**src/rtl/pwm_pkg.sv**
```systemverilog
// Shared mode encodings and level-to-compare conversion for the multi-channel breathing PWM.
package pwm_pkg;

   typedef enum logic [1:0] {
      MODE_OFF     = 2'd0,
      MODE_ON      = 2'd1,
      MODE_BREATHE = 2'd2,
      MODE_BLINK   = 2'd3
   } mode_e;

   // Result never exceeds PWM_PERIOD, so callers narrow it to $clog2(PWM_PERIOD+1) bits.
   function automatic logic [31:0] level_to_cmp(input logic [31:0] level,
                                                input logic [31:0] step_cyc);
      return level * step_cyc;
   endfunction

endpackage

```
**src/rtl/pwm_chan.sv**
```systemverilog
// One LED channel: phase offset, brightness level, frame-latched compare value and output flop.
module pwm_chan
   import pwm_pkg::*;
#(
   parameter int PWM_PERIOD = 500_000,
   parameter int STEPS      = 100,
   parameter int PHASE_OFS  = 50,
   parameter int CH_IDX     = 0,
   parameter int FW         = $clog2(PWM_PERIOD),
   parameter int PW         = $clog2(2 * STEPS)
) (
   input  logic          clk,
   input  logic          rst_n,
   input  logic          en,
   input  logic          start,
   input  logic          load,
   input  mode_e         mode,
   input  logic [PW-1:0] ph,
   input  logic [FW-1:0] fcnt,
   output logic          led
);

   localparam int STEP_CYC = PWM_PERIOD / STEPS;
   localparam int CW       = $clog2(PWM_PERIOD + 1);
   localparam int LW       = $clog2(STEPS + 1);
   localparam int PW1      = PW + 1;
   localparam int OFS      = (CH_IDX * PHASE_OFS) % (2 * STEPS);
   localparam logic [PW1-1:0] TWO_S   = PW1'(2 * STEPS);
   localparam logic [PW-1:0]  STEPS_P = PW'(STEPS);

   logic [PW1-1:0] sum;
   logic [PW-1:0]  p;
   logic [LW-1:0]  lvl;
   logic [CW-1:0]  cmp_q;
   logic [CW-1:0]  cmp_new;
   logic [CW-1:0]  cmp_eff;

   // Offset is pre-reduced, so one conditional subtract keeps the phase in range.
   assign sum = {1'b0, ph} + PW1'(OFS);
   assign p   = (sum >= TWO_S) ? PW'(sum - TWO_S) : PW'(sum);

   always_comb begin
      lvl = '0;
      case (mode)
         MODE_ON:      lvl = LW'(STEPS);
         MODE_BREATHE: lvl = (p <= STEPS_P) ? LW'(p) : LW'(TWO_S - {1'b0, p});
         MODE_BLINK:   lvl = (p < STEPS_P) ? LW'(STEPS) : '0;
         default:      lvl = '0;
      endcase
   end

   assign cmp_new = CW'(level_to_cmp(32'(lvl), 32'(STEP_CYC)));

   // On the first enabled cycle the register still holds 0, so use the fresh value directly.
   assign cmp_eff = start ? cmp_new : cmp_q;

   always_ff @(posedge clk or negedge rst_n) begin
      if (!rst_n) begin
         cmp_q <= '0;
         led   <= 1'b0;
      end else if (!en) begin
         cmp_q <= '0;
         led   <= 1'b0;
      end else begin
         if (load) cmp_q <= cmp_new;
         led <= (CW'(fcnt) < cmp_eff);
      end
   end

endmodule

```
**src/rtl/pwm_breath_multi.sv**
```systemverilog
// Multi-channel breathing/blink LED PWM: shared frame/step/phase counters, per-channel compare.
module pwm_breath_multi
   import pwm_pkg::*;
#(
   parameter int PWM_PERIOD      = 500_000,
   parameter int STEPS           = 100,
   parameter int FRAMES_PER_STEP = 2,
   parameter int CHANNELS        = 4,
   parameter int PHASE_OFS       = 50
) (
   input  logic                clk,
   input  logic                rst_n,
   input  logic                en,
   input  logic [1:0]          mode,
   output logic [CHANNELS-1:0] led,
   output logic                frame_tick
);

   localparam int FW = (PWM_PERIOD > 1) ? $clog2(PWM_PERIOD) : 1;
   localparam int SW = (FRAMES_PER_STEP > 1) ? $clog2(FRAMES_PER_STEP) : 1;
   localparam int PW = $clog2(2 * STEPS);

   logic [FW-1:0] fcnt;
   logic [SW-1:0] scnt;
   logic [PW-1:0] ph;
   logic [PW-1:0] ph_next;
   logic          en_d;
   logic          step_tc;
   logic          start;
   logic          load;

   assign frame_tick = en && (fcnt == FW'(PWM_PERIOD - 1));
   assign step_tc    = (scnt == SW'(FRAMES_PER_STEP - 1));
   assign start      = en && !en_d;
   assign load       = start || frame_tick;

   // Channels latch their compare from the phase the next frame will run at.
   always_comb begin
      ph_next = ph;
      if (frame_tick && step_tc)
         ph_next = (ph == PW'(2 * STEPS - 1)) ? '0 : ph + PW'(1);
   end

   always_ff @(posedge clk or negedge rst_n) begin
      if (!rst_n) begin
         fcnt <= '0;
         scnt <= '0;
         ph   <= '0;
         en_d <= 1'b0;
      end else if (!en) begin
         fcnt <= '0;
         scnt <= '0;
         ph   <= '0;
         en_d <= 1'b0;
      end else begin
         en_d <= 1'b1;
         fcnt <= frame_tick ? '0 : fcnt + FW'(1);
         if (frame_tick) scnt <= step_tc ? '0 : scnt + SW'(1);
         ph <= ph_next;
      end
   end

   for (genvar i = 0; i < CHANNELS; i++) begin : g_chan
      pwm_chan #(
         .PWM_PERIOD (PWM_PERIOD),
         .STEPS      (STEPS),
         .PHASE_OFS  (PHASE_OFS),
         .CH_IDX     (i),
         .FW         (FW),
         .PW         (PW)
      ) u_chan (
         .clk   (clk),
         .rst_n (rst_n),
         .en    (en),
         .start (start),
         .load  (load),
         .mode  (mode_e'(mode)),
         .ph    (ph_next),
         .fcnt  (fcnt),
         .led   (led[i])
      );
   end

endmodule

```
**config.mk**
```make
export PLATFORM = sky130hd
export DESIGN_NAME = pwm_breath_multi
export DESIGN_NICKNAME = d
export VERILOG_FILES = /design/src/rtl/pwm_pkg.sv /design/src/rtl/pwm_chan.sv /design/src/rtl/pwm_breath_multi.sv
export SDC_FILE = /design/constraint.sdc
export NUM_CORES = 1
export LEC_CHECK = 0
export CAP_MARGIN = 20
export CORE_MARGIN = 1.5
export CORE_UTILIZATION = 40
export CTS_CLUSTER_SIZE = 8
export DETAILED_ROUTE_END_ITERATION = 6
export PLACE_DENSITY_LB_ADDON = 0.25
export SLEW_MARGIN = 30
export SYNTH_ARGS = -nofsm -noshare
export SYNTH_HDL_FRONTEND = slang
export SYNTH_SLANG_ARGS = --single-unit
```
**constraint.sdc**
```tcl
create_clock -name clk -period 23.5 [get_ports clk]
set_input_delay 5.875 -clock clk [delete_from_list [all_inputs] [get_ports clk]]
set_output_delay 5.875 -clock clk [all_outputs]
set_load 0.05 [all_outputs]
```
# After elaboration in Yosys (flattened, before gate mapping)
# Index checks and enable logic that the tools add are counted.
# op_classes
magnitude_cmp	16
eq_ne	7
n_mux	41
addsub	14
reduce_logical	5
multipliers	4
# ops
operator	n
two-way mux 19 bit	14
one-hot mux 7 bit (3 select lines)	4
< comparator 19 bit	4
multiplier 7 x 10 -> 16 bit, second input constant	4
two-way mux 7 bit	8
two-way mux 8 bit	7
<= comparator 8 x 7 -> 1 bit, second input constant	4
< comparator 8 x 7 -> 1 bit, second input constant	4
subtractor 8 bit, second input constant	4
subtractor 7 bit, first input constant	4
>= comparator 9 x 8 -> 1 bit, second input constant	3
adder 19 x 1 -> 19 bit, second input constant	1
equality test 19 bit, second input constant	1
adder 8 x 6 -> 9 bit, second input constant	1
adder 8 x 7 -> 9 bit, second input constant	1
adder 8 x 8 -> 9 bit, second input constant	1
adder 8 x 1 -> 8 bit, second input constant	1
equality test 8 bit, second input constant	1
>= comparator 8 bit, second input constant	1
two-way mux 1 bit	8
equality test 2 bit, second input constant	2
inequality test 2 x 1 -> 1 bit, second input constant	2
logical AND 1 bit	3
equality test 2 x 1 -> 1 bit, second input constant	1
other kinds (3)	3
# word_totals
in_bits	5
regBits	109
output_inout_bits	5
wordCells	99

# Depth between registers and ports, before layout
# Gate-level depths: netlist of the first run.
# depth
depth_word	14
mapped_depth	48
ltp_nobuf	46

# Cells and area by module
# A second synthesis of the first run with hierarchy kept.
# unflattened
cells_unflattened	1465
area_unflattened_um2	13117.6
# by_module_without_submodules
mod	cells_each	area_per_inst_um2	instances
pwm_chan (g_chan[2].u_chan)	345	3030.4	1
pwm_chan (g_chan[3].u_chan)	325	2937.8	1
pwm_chan (g_chan[1].u_chan)	326	2871.5	1
pwm_chan (g_chan[0].u_chan)	281	2577.5	1
pwm_breath_multi	188	1700.4	1

# Least setup slack after synthesis of the first run
# OpenSTA, ideal clock, no wires.
# synth_timing
path_type	input port to flip-flop
startpoint	in en
endpoint	reg g_chan[2].u_chan.led
setup_time_ns	0.132
arrival_ns	14.791
stages	46
path_buffers	3
path_slack_ns	8.577
cell_sequence	nand2_1 or4_1 buf_4 buf_6 nor2_4 xor2_2 ha_1 clkbuf_1 inv_1 nor4_1 nor2_1 nand2b_1 ha_1 a211oi_1 a21oi_1 a2bb2oi_1 nand2b_1 o21ai_0 (+10 left out) inv_1 o21bai_1 a21oi_1 nor2b_1 o21a_1 o21ai_0 nand2b_1 a21oi_1 xnor2_1 and4_1 a221oi_1 ha_1 nand4_1 nor3_1 o21ai_0 and4b_1 o21ai_0 a31oi_1
# synth_via
elab_chain_len	13
word_cells_on_any_way	18
classes_between	3 x add/sub; 1 x mul; 4 x order compare; 7 x mux; 3 x reduce/logical
# synth_rtl
item	line	rtl
start: declaration	pwm_breath_multi.sv:13	input logic en,
logical AND 1 bit	pwm_breath_multi.sv:32	assign frame_tick = en && (fcnt == FW'(PWM_PERIOD - 1));
logical AND 1 bit	pwm_breath_multi.sv:40	if (frame_tick && step_tc)
two-way mux 8 bit	pwm_breath_multi.sv:40	
adder 8 x 7 -> 9 bit	pwm_chan.sv:39	assign sum = {1'b0, ph} + PW1'(OFS);
subtractor 8 bit / >= comparator 9 x 8 -> 1 bit (equally long branches)	pwm_chan.sv:40	assign p = (sum >= TWO_S) ? PW'(sum - TWO_S) : PW'(sum);
two-way mux 8 bit	pwm_chan.sv:40	
subtractor 7 bit (tied with other cells)	pwm_chan.sv:46	MODE_BREATHE: lvl = (p <= STEPS_P) ? LW'(p) : LW'(TWO_S - {1'b0, p});
two-way mux 7 bit (on tied branches)	pwm_chan.sv:46, pwm_chan.sv:47	
one-hot mux 7 bit (3 select lines)	pwm_chan.sv:44	case (mode)
multiplier 7 x 10 -> 16 bit	pwm_pkg.sv:14	return level * step_cyc;
two-way mux 19 bit	pwm_chan.sv:55	assign cmp_eff = start ? cmp_new : cmp_q;
< comparator 19 bit	pwm_chan.sv:66	led <= (CW'(fcnt) < cmp_eff);
two-way mux 1 bit (*)	pwm_chan.sv:61	end else if (!en) begin
end signal: assignment	pwm_chan.sv:66	
end: declaration	pwm_chan.sv:20	output logic led
# Every way passes the cells marked *; elsewhere a longest branch is shown, timed or not.
# A chain may end at the register's enable or synchronous reset.

# Worst setup path after layout of the first run
# Same ends and word-level chain as after synthesis.

==> results.toml, run 1 <==
[outcome]
outcome = "finished, final reports clean"

[cts]
clk_transition_reported_paths_ns = 0.07
post_cts_hold_buffer_count = 0
cts.root.buffer_cell = "sky130_fd_sc_hd__clkbuf_16"
ctsHtreeMaxLevel = 3
clock_latency_ns = 0.36
cts_max_path_buffers = 2
cts-buffers-inserted = 9
clock_tree_from_tritoncts = "built"
post-cts-setup-buffer-count = 0
clock_sinks = 94
post_cts_resize_count = 0

[worst_setup_path]
critical_path.endpoint_type = "register"
crit_path_end = "g_chan[2].u_chan.led"
reg2reg_from = "fcnt[12]"
cpMaxStageDelayCell = "sky130_fd_sc_hd__or4_1"
start_kind = "primary input"
reg2reg_slack_ns = 11.57
critical_path_arrival_ns = 17.17
worst-r2r-cell-count = 43
maximum_fanout_encountered_on_the_critical_timing_path = 21
critical_path.max_stage_delay_ns = 0.84
timing.critical_path.required_ns = 23.73
criticalPathCategory = "in2reg"
worstReg2RegEnd = "g_chan[2].u_chan.led"
worst_setup_path_startpoint = "en"

[logic_synthesis]
postSynthNetCount = 1652
synth.ff_latch_count = 94
avgSynthCellArea_sq_um = 8.86
synth-main-ff-cell = "sky130_fd_sc_hd__dfrtp_1"
ys_seq_area_share_pct = 19.1
synthesis.yosys.warnings = 0
synth_async_sr_flop_share_pct = 100
synth_cell_type_count = 95
number_of_enable_type_register_cells_in_the_synthesized_netlist = 0
synth.cell_area_sq_um = 12300
syn-instance-count = 1393

[placed_design]
finalWeightedCongestion = 0.935
pre_cts_ws_ns = 6.35
port-buffer-count = 9
placedInstanceArea_sq_um = 12800
dpl.hpwl_um = 25300

[drt]
number_of_vias_per_cell = 5.82
post_drt_wl_per_cell_um = 19.0
route.detailed.drc = 0
vias = 10300
detail_route.iter0.violations = 761
drt_total_wl_um = 33700
dr.pass1.iters = 7
drt.antenna.violating_nets = 0

[timing]
report.final.hold_viol_count = 0
setup_viol = 0
timing.fmax_mhz = 59.0
final_critical_path_setup_slack_ns = 6.56
fin_crit_ns = 16.94
slew-limit-headroom_pct = 38.6
fin_setup_tns_ns = 0
fin_skew_ns = 0.00944
slew_violations = 0
worst_hold_margin_ns = 0.480
timing_worst_slew_pin_value_ns = 0.915
final_min_period_over_clock_period_pct = 72.1
grt_setup_unrepaired = "no"

[floorplan]
core_sq_um = 30500
num_rows = 64
i_o_pin_total = 10
initial_core_util_pct = 40.4
die-width_um = 179
die_y_um = 179
die_area_sq_um = 31900

[cells_and_area]
n_antenna_cell = 0
final-seq-area_sq_um = 2350
fin_nets = 1627
final_design_area_no_fill_sq_um = 13100
final_layout_size_suffix_gt1_share_pct = 6.19
multi_input_comb_area_sq_um = 9370
fillcell_total = 2986
syn_to_final_growth_pct = 6.13
post-route-util_pct = 42.9

[job]
max_cap_violations = 0

[power]
powerDensity_nw_per_um2 = 35.4
power.ir.vdd_worst_uv = 51.0
power.static_leakage_nw = 6.17

[global_routing]
antenna_found_initial = 0
maximum_number_of_pins_on_one_net_before_global_route_repair = 55
grt_overflow = 0
grt_util_all_layers_pct = 22.1
grt_first_pass_wirelength_um = 55000
via_count_of_the_first_global_routing_pass = 10100

[hold_path]
min_delay_path_depth = 2
timing.hold.worst.class = "reg2reg"
-- power breakdown --
| part | total [mW] | switching (mW) | internal (mW) |
|---|---|---|---|
| registers | 0.176 | 0.00486 | 0.171 |
| logic | 0.131 | 0.0756 | 0.0551 |
| clock network | 0.158 | 0.0726 | 0.0850 |
-- sequential cells by signal (all words and copies together) (netlist names) --
register	count
g_chan.u_chan.cmp_q	61
ph	8
fcnt	19
en_d	1
scnt	1
g_chan.u_chan.led	4
-- worst min path at each step --
| stage | startpoint | endpoint |
|---|---|---|
| final | g_chan[2].u_chan.cmp_q[10] | g_chan[2].u_chan.cmp_q[10] |
| after global routing | g_chan[3].u_chan.cmp_q[10] | g_chan[3].u_chan.cmp_q[10] |
| after CTS | fcnt[0] | fcnt[0] |
| after detailed placement | g_chan[3].u_chan.cmp_q[10] | g_chan[3].u_chan.cmp_q[10] |
| after global placement | g_chan[2].u_chan.cmp_q[10] | g_chan[2].u_chan.cmp_q[10] |
| after floorplan | g_chan[1].u_chan.cmp_q[10] | g_chan[1].u_chan.cmp_q[10] |
-- critical path: cells and delay by family --
kind,cells,cell delay [ns]
AOI/OAI and AO/OA,15,2.95
xor gates and xnor gates,3,0.89
adders and majority gates,8,3.14
buffers and inverters,6,1.09
and+or+nand+nor,13,3.17
-- kinds of logic after synthesis --
kind of cell	count (synthesis)	share of synthesized area, %
muxes	62	5.04
xor gates and xnor gates	78	6.01
DFF	94	19.1
buffers and inverters	157	5.16
adders and majority gates	254	27.7
AOI/OAI and AO/OA	375	21.0
and+or+nand+nor	373	16.0
-- layout make-up --
| cell class | count | area share [%] |
|---|---|---|
| clock buffers | 9 | 1.72 |
| clock inverters | 7 | 0.698 |
| inverters | 99 | 2.84 |
| multi-input cells | 1142 | 71.6 |
| flip-flops and latches | 94 | 18.0 |
| well taps | 396 | 3.78 |
| repair buffers | 22 | 1.41 |
-- layer usage --
layer | share of wire, % | vias up | track usage, %
met5 | 0 | - | 0
met4 | 1.8 | 0 | 5.94
met3 | 3.6 | 32 | 2.24
met2 | 46 | 232 | 36.8
met1 | 48 | 4983 | 30.5
li1 | - | 5051 | -
-- cell usage in the layout, fill, tap and decap left out, types with 13 or more instances in the layout --
master / instances
sky130_fd_sc_hd__a21o_1: 19
sky130_fd_sc_hd__a21oi_1: 96
sky130_fd_sc_hd__a22o_1: 46
sky130_fd_sc_hd__a31oi_1: 17
sky130_fd_sc_hd__and2_1: 17
sky130_fd_sc_hd__buf_4: 14
sky130_fd_sc_hd__dfrtp_1: 94
sky130_fd_sc_hd__fa_1: 32
sky130_fd_sc_hd__ha_1: 222
sky130_fd_sc_hd__inv_1: 98
sky130_fd_sc_hd__mux2i_1: 61
sky130_fd_sc_hd__nand2_1: 99
sky130_fd_sc_hd__nand2b_1: 17
sky130_fd_sc_hd__nand3_1: 34
sky130_fd_sc_hd__nand4_1: 13
sky130_fd_sc_hd__nor2_1: 71
sky130_fd_sc_hd__nor2b_1: 20
sky130_fd_sc_hd__nor3_1: 19
sky130_fd_sc_hd__o21ai_0: 74
sky130_fd_sc_hd__o21bai_1: 14
sky130_fd_sc_hd__xnor2_1: 53
sky130_fd_sc_hd__xor2_1: 21
-- Yosys cell counts (7+ instances only) --
library cell,instances,share of area [%]
sky130_fd_sc_hd__ha_1,222,23
sky130_fd_sc_hd__nand2_1,99,3.0
sky130_fd_sc_hd__inv_1,98,3.0
sky130_fd_sc_hd__a21oi_1,96,3.9
sky130_fd_sc_hd__dfrtp_1,94,19
sky130_fd_sc_hd__o21ai_0,74,3.0
sky130_fd_sc_hd__nor2_1,73,2.2
sky130_fd_sc_hd__mux2i_1,61,4.9
sky130_fd_sc_hd__xnor2_1,53,3.8
sky130_fd_sc_hd__a22o_1,46,3.3
sky130_fd_sc_hd__nand3_1,34,1.4
sky130_fd_sc_hd__clkbuf_1,32,0.97
sky130_fd_sc_hd__fa_1,32,5.2
sky130_fd_sc_hd__nor2b_1,21,1.1
sky130_fd_sc_hd__xor2_1,21,1.5
sky130_fd_sc_hd__a21o_1,19,1.2
sky130_fd_sc_hd__nor3_1,19,0.77
sky130_fd_sc_hd__a31oi_1,17,0.86
sky130_fd_sc_hd__and2_1,17,0.86
sky130_fd_sc_hd__nand2b_1,17,0.86
sky130_fd_sc_hd__o21bai_1,14,0.85
sky130_fd_sc_hd__nand4_1,13,0.66
sky130_fd_sc_hd__and3_1,12,0.61
sky130_fd_sc_hd__buf_2,11,0.45
sky130_fd_sc_hd__or3_1,10,0.51
sky130_fd_sc_hd__and4_1,9,0.64
sky130_fd_sc_hd__or2_2,9,0.46
sky130_fd_sc_hd__buf_1,8,0.24
sky130_fd_sc_hd__nor4_1,8,0.41
sky130_fd_sc_hd__o21a_1,8,0.49
sky130_fd_sc_hd__a211o_1,7,0.50
sky130_fd_sc_hd__a31o_2,7,0.50
-- through the flow --
| step | total power [mW] | instances |
|---|---|---|
| 2_1_floorplan | 0.278 | 1393 |
| 3_3_place_gp | 0.309 | 1753 |
| 3_5_place_dp | 0.310 | 1753 |
| 4_1_cts | 0.470 | 1769 |
| 5_1_grt | 0.496 | 1769 |
| 6_report | 0.464 | 1769 |
Note: power is estimated with default switching activity, not from simulation.
==> run 2: changes to the inputs <==
==> constraint.sdc (replaced) <==
create_clock -name clk -period 15.04 [get_ports clk]
set_input_delay 3.76 -clock clk [delete_from_list [all_inputs] [get_ports clk]]
set_output_delay 3.76 -clock clk [all_outputs]
set_load 0.05 [all_outputs]
==> run 2 against run 1 <==
Total power grew 54%. Core utilization is essentially flat. Sequential share of layout area is essentially flat. Critical path depth is the same. Sequential cell count is the same. Highest routed layer unchanged. Largest power group unchanged.
==> results.toml, run 2 (synthesis results as in run 1) <==
[hold_path]
sink_of_the_worst_hold_path = "g_chan[0].u_chan.cmp_q[5]"
min_from = "g_chan[0].u_chan.cmp_q[5]"
timing.hold.worst.class = "reg2reg"
min_delay_path_depth = 2

[timing]
report.final.hold_viol_count = 0
grt_setup_unrepaired = "no"
slew-limit-headroom_pct = 40.6
final_min_period_over_clock_period_pct = 93.4
slew_violations = 0
fin_crit_ns = 14.04
timing_worst_slew_pin_value_ns = 0.887
fin_skew_ns = 0.00695
setup_viol = 0
timing.fmax_mhz = 71.2
fin_setup_tns_ns = 0

[cts]
cts-buffers-inserted = 9
cts_max_path_buffers = 2
clk_transition_reported_paths_ns = 0.08
clock_sinks = 94
ctsHtreeMaxLevel = 3
post_cts_hold_buffer_count = 0
clock_latency_ns = 0.37
clock_tree_from_tritoncts = "built"
cts.root.buffer_cell = "sky130_fd_sc_hd__clkbuf_16"

[drt]
dr.pass1.iters = 6
drt_total_wl_um = 33900
vias = 10400
drt.antenna.violating_nets = 0
route.detailed.drc = 0
post_drt_wl_per_cell_um = 19.1
number_of_vias_per_cell = 5.87
detail_route.iter0.violations = 709

[cells_and_area]
most_flops_register = "g_chan.u_chan.cmp_q"
n_antenna_cell = 0
syn_to_final_growth_pct = 6.19
fillcell_total = 2988
most-common-layout-cells = "sky130_fd_sc_hd__ha_1, sky130_fd_sc_hd__nand2_1, sky130_fd_sc_hd__inv_1"
fin_nets = 1630
final_layout_size_suffix_gt1_share_pct = 6.47
number_of_flip_flops_under_the_largest_register_name = 61
mostFrequentLayoutCell = "sky130_fd_sc_hd__ha_1"
top_flop_regs = "g_chan.u_chan.cmp_q: 61 flops, fcnt: 19 flops, ph: 8 flops"
post-route-util_pct = 42.9

[worst_setup_path]
critical_path.max_stage_delay_ns = 0.61
start_kind = "primary input"
worst-r2r-cell-count = 44
critical_path_arrival_ns = 14.29
worstReg2RegEnd = "g_chan[2].u_chan.led"
reg2reg_from = "fcnt[17]"
maximum_fanout_encountered_on_the_critical_timing_path = 12
critical-path-top-cell-by-count = "sky130_fd_sc_hd__ha_1"
reg2reg_slack_ns = 3.57
criticalPathCategory = "in2reg"
critical_path.endpoint_type = "register"
cpMaxStageDelayCell = "sky130_fd_sc_hd__or4_1"
timing.critical_path.required_ns = 15.29

[power]
power.static_leakage_nw = 6.17
powerDensity_nw_per_um2 = 54.7
power.ir.vdd_worst_uv = 64.4

[global_routing]
grt_first_pass_wirelength_um = 55800
antenna_found_initial = 0
maximum_number_of_pins_on_one_net_before_global_route_repair = 60
grt_util_all_layers_pct = 22.4
via_count_of_the_first_global_routing_pass = 10400
grt_overflow = 0

[floorplan]
die_area_sq_um = 31900
core_sq_um = 30500
initial_core_util_pct = 40.4
num_rows = 64
die-width_um = 179
i_o_pin_total = 10
die_y_um = 179

[placed_design]
finalWeightedCongestion = 0.959
port-buffer-count = 9
dpl.hpwl_um = 25400

[outcome]
outcome = "finished, final reports clean"

[job]
max_cap_violations = 0
[run 2: cell types whose count changed in the layout (fill, tap and decap cells not counted)]
cell                         delta
sky130_fd_sc_hd__buf_4          +3
sky130_fd_sc_hd__bufinv_16      -1
sky130_fd_sc_hd__clkinvlp_4     +1
sky130_fd_sc_hd__nor2_1         -1
sky130_fd_sc_hd__nor2_4         +1
sky130_fd_sc_hd__o21ai_0        -1
sky130_fd_sc_hd__o21ai_1        +1
[run 2: report_power, final]
group          switching (mW)  internal [mW]  total [mW]
clock                   0.121          0.116       0.238
combinational           0.119         0.0859       0.204
sequential            0.00765          0.267       0.274
total                   0.248          0.469       0.717
[run 2: what timing repair did]
item	CTS	global route
resized for setup	0	1
setup endpoints to repair	0	1
setup buffers	0	0
[run 2: worst max path at each step]
stage	cells after the start	end	start	slack (ns)
floorplan	46	g_chan[2].u_chan.led	en	2.23
global placement	46	g_chan[2].u_chan.led	en	0.89
detailed placement	46	g_chan[2].u_chan.led	en	0.51
CTS	46	g_chan[2].u_chan.led	en	0.89
global route	45	g_chan[2].u_chan.led	en	0.02
finish	45	g_chan[2].u_chan.led	en	1.0
[run 2: per-stage QoR]
stage | setup WS, ns | instance area (sq um) | power, mW | hold WS [ns] | std cells
4_1_cts | 0.892 | 13100 | 0.724 | 0.485 | 1772
5_1_grt | 0.0226 | 13100 | 0.765 | 0.502 | 1772
6_report | 0.999 | 13100 | 0.717 | 0.481 | 1772
2_1_floorplan | 2.23 | 12300 | 0.434 | 0.445 | 1393
3_3_place_gp | 0.887 | 12800 | 0.480 | 0.458 | 1756
3_5_place_dp | 0.512 | 12800 | 0.484 | 0.468 | 1756
[run 2: critical path: cells and delay by family]
family,cells,cell delay (ns)
buf+inv,7,1.36
fa+ha+maj,8,3.02
compound gates,15,2.76
xor+xnor,1,0.21
simple gates,14,3.16
[run 2: final cells by class]
class	instances	area, sq um	share of cell area (%)
clock buffer	9	225	1.72
multi-input combinational	1142	9380	71.6
tap	396	495	3.78
timing repair buffer	25	208	1.59
clock inverter	7	68.8	0.525
sequential	94	2350	18.0
inverter	99	372	2.84
[run 2: layer usage]
metal | vias to the layer above | track usage (%) | wire length (um)
met4 | 0 | 5.76 | 628
met1 | 5076 | 30.7 | 16300
met2 | 233 | 37.1 | 15700
met3 | 43 | 2.94 | 1290
li1 | 5053 | - | -
met5 | - | 0 | 0
==> run 3: changes to the inputs <==
--- a/config.mk
+++ b/config.mk
@@ -5,13 +5,13 @@
 export SDC_FILE = /design/constraint.sdc
 export NUM_CORES = 1
 export LEC_CHECK = 0
-export CAP_MARGIN = 20
 export CORE_MARGIN = 1.5
 export CORE_UTILIZATION = 40
+export CTS_BUF_LIST = sky130_fd_sc_hd__clkbuf_4 sky130_fd_sc_hd__clkbuf_8
 export CTS_CLUSTER_SIZE = 8
 export DETAILED_ROUTE_END_ITERATION = 6
 export PLACE_DENSITY_LB_ADDON = 0.25
-export SLEW_MARGIN = 30
+export SLEW_MARGIN = 10
 export SYNTH_ARGS = -nofsm -noshare
 export SYNTH_HDL_FRONTEND = slang
 export SYNTH_SLANG_ARGS = --single-unit
==> run 3 against run 2 <==
Via count shrank 0.62%. Sequential power about the same. Wire length is 0.74% lower. Global-route usage is 0.17 points lower. Non-clock buffer count is the same. Combinational power about the same. Critical path depth did not move. Final area shrank 0.88%. Hold slack better by 0.013 ns. Maximum frequency about the same. Highest routed layer unchanged.
==> results.toml, run 3 (synthesis results as in run 1) <==
[global_routing]
grt.met3_usage_pct = 2.54
globalRouteMet2Util_pct = 35.9
antenna_found_initial = 0
globalRoute.busiestLayer = "met2"
globalRouteMet1Util_pct = 31.0
via_count_of_the_first_global_routing_pass = 10300
grt_overflow = 0
maximum_number_of_pins_on_one_net_before_global_route_repair = 60
grt_first_pass_wirelength_um = 55200
grt_util_all_layers_pct = 22.3

[floorplan]
die_area_sq_um = 31900
i_o_pin_total = 10
die-width_um = 179
initial_core_util_pct = 40.4
die_y_um = 179
num_rows = 64
core_sq_um = 30500

[worst_setup_path]
timing.critical_path.required_ns = 15.35
critical_path_arrival_ns = 14.34
critical-path-top-cell-by-count = "sky130_fd_sc_hd__ha_1"
timing.critical_path.max_delay_family = "simple AND/OR/NAND/NOR gates"
critical_path.n_buffers_inverters = 7
critical_path.endpoint_type = "register"
maximum_fanout_encountered_on_the_critical_timing_path = 12
start_kind = "primary input"
cpMaxStageDelayCell = "sky130_fd_sc_hd__or4_1"
critical_path.max_stage_delay_ns = 0.62
criticalPathCategory = "in2reg"

[cells_and_area]
layoutNonFillerInstCount = 1772
final_layout_size_suffix_gt1_share_pct = 6.32
most-common-layout-cells = "sky130_fd_sc_hd__ha_1, sky130_fd_sc_hd__nand2_1, sky130_fd_sc_hd__inv_1"
number_of_flip_flops_under_the_largest_register_name = 61
syn_to_final_growth_pct = 5.25
most_flops_register = "g_chan.u_chan.cmp_q"
top_flop_regs = "g_chan.u_chan.cmp_q: 61 flops, fcnt: 19 flops, ph: 8 flops"
n_antenna_cell = 0
fin_nets = 1630
mostFrequentLayoutCell = "sky130_fd_sc_hd__ha_1"

[placed_design]
placed_cell_count = 1756
dpl.hpwl_um = 25200
port-buffer-count = 9
finalWeightedCongestion = 0.959

[power]
power.static_leakage_nw = 6.12
power.ir.vdd_worst_uv = 56.8
powerDensity_nw_per_um2 = 50.6

[outcome]
outcome = "finished, final reports clean"

[drt]
number_of_vias_per_cell = 5.84
dr.pass1.iters = 5
vias = 10300
detail_route.iter0.violations = 739
post_drt_wl_per_cell_um = 19.0
drt.antenna.violating_nets = 0
route.detailed.drc = 0
drt_total_wl_um = 33600

[cts]
cts.root.buffer_cell = "sky130_fd_sc_hd__clkbuf_8"
cts_max_path_buffers = 2
clock_tree_from_tritoncts = "built"
clk_transition_reported_paths_ns = 0.11
clock_sinks = 94
clock_latency_ns = 0.42
cts-buffers-inserted = 9
ctsHtreeMaxLevel = 3
post-cts-setup-buffer-count = 0

[timing]
setup_viol = 0
worst_hold_margin_ns = 0.494
fin_setup_tns_ns = 0
grt_setup_unrepaired = "no"
timing.fmax_mhz = 71.3
slew-limit-headroom_pct = 20.1
slew_violations = 0
report.final.hold_viol_count = 0
fin_skew_ns = 0.00821
fin_crit_ns = 14.03
final_min_period_over_clock_period_pct = 93.3
timing_worst_slew_pin_value_ns = 1.19

[job]
max_cap_violations = 0

[hold_path]
timing.hold.worst.class = "reg2reg"
run 3: cell types whose count changed in the layout (fill, tap and decap cells not counted), sizes merged:
cell and change:
clkinv -1, inv +1
run 3: metrics by stage:
step	area, sq um	power [mW]	setup WS (ns)	utilization, %
2_1_floorplan	12300	0.434	2.23	-
3_3_place_gp	12800	0.480	0.887	41.9
3_5_place_dp	12800	0.484	0.482	41.9
4_1_cts	13000	0.664	0.958	42.6
5_1_grt	13000	0.705	0.0753	42.6
6_report	13000	0.657	1.01	42.6
run 3: where the power goes:
part	switching, mW	internal, mW
clock network	0.114	0.0640
logic	0.118	0.0859
registers	0.00759	0.267
total	0.240	0.417
run 3: per-layer routing:
layer / share of wire (%) / wire (um) / vias to the layer above
met5: 0 / 0 / -
met4: 2.0 / 682 / 0
met3: 4.0 / 1350 / 39
met2: 45 / 15300 / 230
met1: 49 / 16400 / 5022
li1: - / - / 5050
run 3: tightest hold or removal path: stages (launching register included):
cell and delay [ns]:
sky130_fd_sc_hd__dfrtp_1 0.36, sky130_fd_sc_hd__nand2_1 0.04, sky130_fd_sc_hd__o21ai_0 0.06
run 3: final cells by class:
type / instances / area, sq um
Timing Repair Buffer: 25 / 208
Tap cell: 396 / 495
Sequential cell: 94 / 2350
Multi-Input combinational cell: 1142 / 9370
Fill cell: 2996 / 17500
Clock inverter: 7 / 68.8
Inverter: 99 / 372
Clock buffer: 9 / 124
run 3: worst paths after layout:
| path | from | to | slack (ns) | cells past startpoint |
|---|---|---|---|---|
| max | en | g_chan[2].u_chan.led | 1.01 | 45 |
| min | g_chan[3].u_chan.cmp_q[6] | g_chan[3].u_chan.cmp_q[6] | 0.49 | 2 |
| max reg2reg | fcnt[11] | g_chan[2].u_chan.led | 3.54 | 44 |
| min reg2reg | g_chan[3].u_chan.cmp_q[6] | g_chan[3].u_chan.cmp_q[6] | 0.49 | 2 |
| max in group asynchronous | rst_n | g_chan[0].u_chan.led | 10.58 | 2 |
| min in group asynchronous | rst_n | g_chan[2].u_chan.led | 3.28 | 1 |
run 3: what timing repair did:
| action | in CTS | in global routing |
|---|---|---|
| gates resized for setup | 0 | 1 |
| endpoints found under the setup margin | 0 | 1 |
| hold buffers | 0 | 0 |
